==> src/rtl/bresp_gen.sv <==
// bresp_gen: AXI B-channel generator. Queues accepted AW IDs in order and
// releases one response per in-order write-commit pulse.
`default_nettype none

module bresp_gen #(
  parameter int ID_WIDTH  = 4,
  parameter int DEPTH     = 16,
  parameter int AFULL_THR = 14
) (
  input  logic                      clk,
  input  logic                      rst,
  input  logic                      aw_fire_i,
  input  logic [ID_WIDTH-1:0]       awid_i,
  input  logic                      wr_done_i,
  output logic [ID_WIDTH-1:0]       bid_o,
  output logic                      bvalid_o,
  input  logic                      bready_i,
  output logic                      afull_o,
  output logic [$clog2(DEPTH):0]    outstanding_o,
  output logic                      err_o
);

  localparam int PW = $clog2(DEPTH);
  localparam int CW = PW + 1;

  logic [ID_WIDTH-1:0] id_mem [DEPTH];
  logic [PW-1:0]       wr_ptr;
  logic [PW-1:0]       rd_ptr;
  logic [CW-1:0]       occ;
  logic [CW-1:0]       occ_nxt;
  logic [CW-1:0]       done_cnt;
  logic                load;
  logic                push_ok;
  logic                commit_ok;

  // A same-cycle pop frees the slot, so a full queue may still accept a push.
  assign load      = (occ != '0) && (done_cnt != '0) && (!bvalid_o || bready_i);
  assign push_ok   = aw_fire_i && ((occ != CW'(DEPTH)) || load);
  assign commit_ok = wr_done_i && (done_cnt < occ);
  assign occ_nxt   = occ + CW'(push_ok) - CW'(load);

  assign outstanding_o = occ + CW'(bvalid_o);

  always_ff @(posedge clk) begin
    if (!rst && push_ok) begin
      id_mem[wr_ptr] <= awid_i;
    end
  end

  always_ff @(posedge clk) begin
    if (rst) begin
      wr_ptr   <= '0;
      rd_ptr   <= '0;
      occ      <= '0;
      done_cnt <= '0;
      bid_o    <= '0;
      bvalid_o <= 1'b0;
      afull_o  <= 1'b0;
      err_o    <= 1'b0;
    end else begin
      occ      <= occ_nxt;
      done_cnt <= done_cnt + CW'(commit_ok) - CW'(load);
      afull_o  <= (occ_nxt >= CW'(AFULL_THR));
      if (push_ok) begin
        wr_ptr <= wr_ptr + PW'(1);
      end
      if (load) begin
        bid_o    <= id_mem[rd_ptr];
        bvalid_o <= 1'b1;
        rd_ptr   <= rd_ptr + PW'(1);
      end else if (bready_i) begin
        bvalid_o <= 1'b0;
      end
      if ((aw_fire_i && !push_ok) || (wr_done_i && !commit_ok)) begin
        err_o <= 1'b1;
      end
    end
  end

endmodule

`default_nettype wire
==> config.mk <==
export PLATFORM = sky130hd
export DESIGN_NAME = bresp_gen
export DESIGN_NICKNAME = d
export VERILOG_FILES = /design/src/rtl/bresp_gen.sv
export SDC_FILE = /design/constraint.sdc
export NUM_CORES = 1
export LEC_CHECK = 0
export ABC_AREA = 1
export BUFFER_PORTS_ARGS = -buffer_cell sky130_fd_sc_hd__buf_2
export CAP_MARGIN = 30
export CORE_MARGIN = 8
export CORE_UTILIZATION = 60
export DETAILED_ROUTE_END_ITERATION = 10
export PLACE_DENSITY = 0.78
export SYNTH_ARGS = -nofsm -noshare
export SYNTH_HDL_FRONTEND = slang
export SYNTH_SLANG_ARGS = --single-unit
==> constraint.sdc <==
create_clock -name clk -period 3.9 [get_ports clk]
set_input_delay 0.39 -clock clk [delete_from_list [all_inputs] [get_ports clk]]
set_output_delay 0.39 -clock clk [all_outputs]
set_load 0.1 [all_outputs]
==> flow_summary.json <==
{
  "dp.cells": 584,
  "crit_buf_inv": 4,
  "cts_setup_buffers": 0,
  "met2_usage": 0.307,
  "grt_busiest_layer": "met2",
  "cts_buffers": 9,
  "wl_per_cell_um": 14.9,
  "path_clk_slew_ps": 90,
  "p_total_w": 0.00358,
  "postSynthCellCount": 479,
  "maxCapViolations": 0,
  "layout_commonest_cell": "nand2_1",
  "drtPass1Iterations": 5,
  "status": "finished clean",
  "final_design_area_no_fill_um2": 4810,
  "power_switching_w": 0.00169,
  "synth_compound_area_frac": 0.0348,
  "core_area_um2": 7210,
  "worst_pin_slew_ps": 765,
  "cp.arrival_ps": 3100,
  "synth_top_family_by_area": "simple AND/OR/NAND/NOR gates",
  "h-tree-depth": 3,
  "peakVddDrop_v": 0.000551,
  "crit_family": "adder cells",
  "hp-class": "input port to register",
  "grt_remaining_overflow": 0,
  "period_share": 0.720,
  "grt_pass1_vias": 2992,
  "grt_max_degree": 36,
  "cts_buffer_depth": 2,
  "final.setup_skew_ps": 8.95,
  "io_pins": 21,
  "synth.yosys.seq_area_share": 0.543,
  "synth_simple_gate_area_frac": 0.240,
  "worst_path_max_delay_cell": "dfxtp_1",
  "nFillCells": 566,
  "ys_warn_count": 0,
  "synth-xor-area-share": 0.0196,
  "grt_util_met3": 0.0402,
  "avgSynthCellArea_um2": 9.31,
  "cpMostUsedCell": "inv_1",
  "crit_chain": "inv_1 -> ha_1 -> nand4_4 -> nand3_4 -> nand2_4 -> nand2_4 -> ha_1 -> inv_1 -> ha_1 -> inv_1 -> fa_1 -> inv_1 -> a21oi_1 -> nor2_1 -> nor2_1 -> nand2_1 -> nand2_1 -> o21ai_0",
  "grt_pass1_wl_mm": 14.5,
  "initial_utilization": 0.618,
  "drtAntennaViolNets": 0,
  "synthesis.nets": 515,
  "r2r_start": "occ[2]",
  "fp.dieW_um": 102,
  "tritoncts": "built",
  "clk-insertion-delay-late_ps": 360,
  "viasPerCell": 5.25,
  "dp.final_hpwl_mm": 6.17,
  "min_from": "wr_done_i",
  "layout.cells.non_filler": 600,
  "grt_antenna_before_repair": 0,
  "worstSetupEndpointType": "register",
  "worstPathRequired_ps": 4200,
  "power_frac_clock": 0.176,
  "start_kind": "register",
  "slew_viol_final": 0,
  "globalRouteTotalUtil": 0.184,
  "setup_viol": 0,
  "first_iter_violations": 166,
  "syn_to_final_growth_pct": 7.74,
  "finalHoldViolations": 0,
  "cp_max_fo": 10,
  "p_leak_nw": 2.14,
  "ys_ff_latch": 89,
  "path_class": "register to register",
  "wl_mm": 8.91,
  "place_congestion": 0.825,
  "regArea_um2": 2420,
  "period_minus_slack_ps": 2810,
  "rows": 31,
  "hold_buffers": 0,
  "comb_power_share": 0.484,
  "drive_gt1_frac": 0.114,
  "synthMuxAreaShare": 0,
  "cts_root_buf": "clkbuf_8",
  "fmax_mhz": 356,
  "ys_types": 31,
  "antenna_cells": 0,
  "startpoint": "occ[2]",
  "synth-adder-area-share": 0.0791,
  "die-area_um2": 10500,
  "mostFrequentLayoutCells": "134 x nand2_1, 66 x inv_1, 64 x edfxtp_1, 55 x nand3_1, 29 x nor2_1",
  "placed_area_um2": 4600,
  "tns_ps": 0,
  "rsz0062_at_grt": "no",
  "io_buffers": 20,
  "fin_nets": 532,
  "drc": 0,
  "multi_input_area_um2": 1670,
  "power_density_nw_per_um2": 745,
  "ctsResizeCount": 0,
  "final_util": 0.666,
  "use_met1": 0.220,
  "p_sw_frac": 0.471,
  "p_int_w": 0.00190,
  "cts.sinks": 89,
  "syn_area_um2": 4460,
  "vias": 3148,
  "die_h_um": 102,
  "slew_headroom": 0.489,
  "critPathMaxStageDelay_ps": 430,
  "seqPwrFrac": 0.340
}
## routing by layer
layer | share of wire | wire length [um]
met5 | 0 | 0
met4 | 0.022 | 194
met3 | 0.057 | 507
met2 | 0.49 | 4350
met1 | 0.43 | 3860
## state kept, by name (all words and copies together), names as in the netlist
register,flops
occ,5
rd_ptr,4
err_o,1
afull_o,1
bvalid_o,1
bid_o,4
id_mem,64
wr_ptr,4
done_cnt,5
## synth_stat cells, drive strengths merged
master,instances,share of area
a21oi,16,0.018
o21ai,6,0.0067
o21a,4,0.0067
clkinv,2,0.0017
ha,25,0.070
nand4,2,0.0062
o21bai,2,0.0034
nor3,2,0.0022
xnor2,1,0.0020
nor2,37,0.037
fa,2,0.0090
nand3,56,0.066
nand3b,1,0.0017
buf,12,0.018
dfxtp,25,0.11
xor2,9,0.018
inv,71,0.062
nand2,139,0.13
edfxtp,64,0.43
clkbuf,3,0.0025
## through the flow
step                      worst slack (ps)  hold slack, ps
after floorplan                        601             469
after global placement                1190             518
after detailed placement              1110             511
after CTS                             1100             322
after global routing                   838             362
final                                 1090             337
## worst register-to-register path: cells and delay by family (launching register included)
family | cells | cell delay [ps]
adders and majority gates | 4 | 1100
and+or+nand+nor | 8 | 710
DFF | 1 | 430
buffers and inverters | 4 | 310
AOI/OAI and AO/OA | 2 | 210
## worst paths after layout
path	to	slack, ps	depth (start not counted)
max	afull_o	1090	18
min	err_o	340	5
max reg2reg	afull_o	1090	18
min reg2reg	err_o	530	4
## final cells by class
cell class | instances | area share
repair buffers | 21 | 0.0224
well taps | 99 | 0.0258
clock buffers | 11 | 0.0338
multi-input cells | 302 | 0.346
flip-flops and latches | 89 | 0.504
clock inverters | 5 | 0.00859
inverters | 73 | 0.0591
## kinds of logic (layout without fill, tap and decap cells)
family | Yosys count | count (layout)
buffers and inverters | 88 | 110
flip-flops | 89 | 89
AND/OR/NAND/NOR | 237 | 237
adder cells (fa/ha/maj) | 27 | 27
XOR/XNOR | 10 | 10
AO/OA/AOI/OAI | 28 | 28
## power groups by stage
stage | Combinational [W] | Clock, W | Sequential (W)
2_1_floorplan | 0.00126 | 0 | 0.00142
3_3_place_gp | 0.00169 | 0 | 0.00123
3_5_place_dp | 0.00173 | 0 | 0.00124
4_1_cts | 0.00174 | 0.000637 | 0.00122
5_1_grt | 0.00195 | 0.000682 | 0.00123
6_report | 0.00173 | 0.000631 | 0.00122
(Power assumes the default switching activity.)
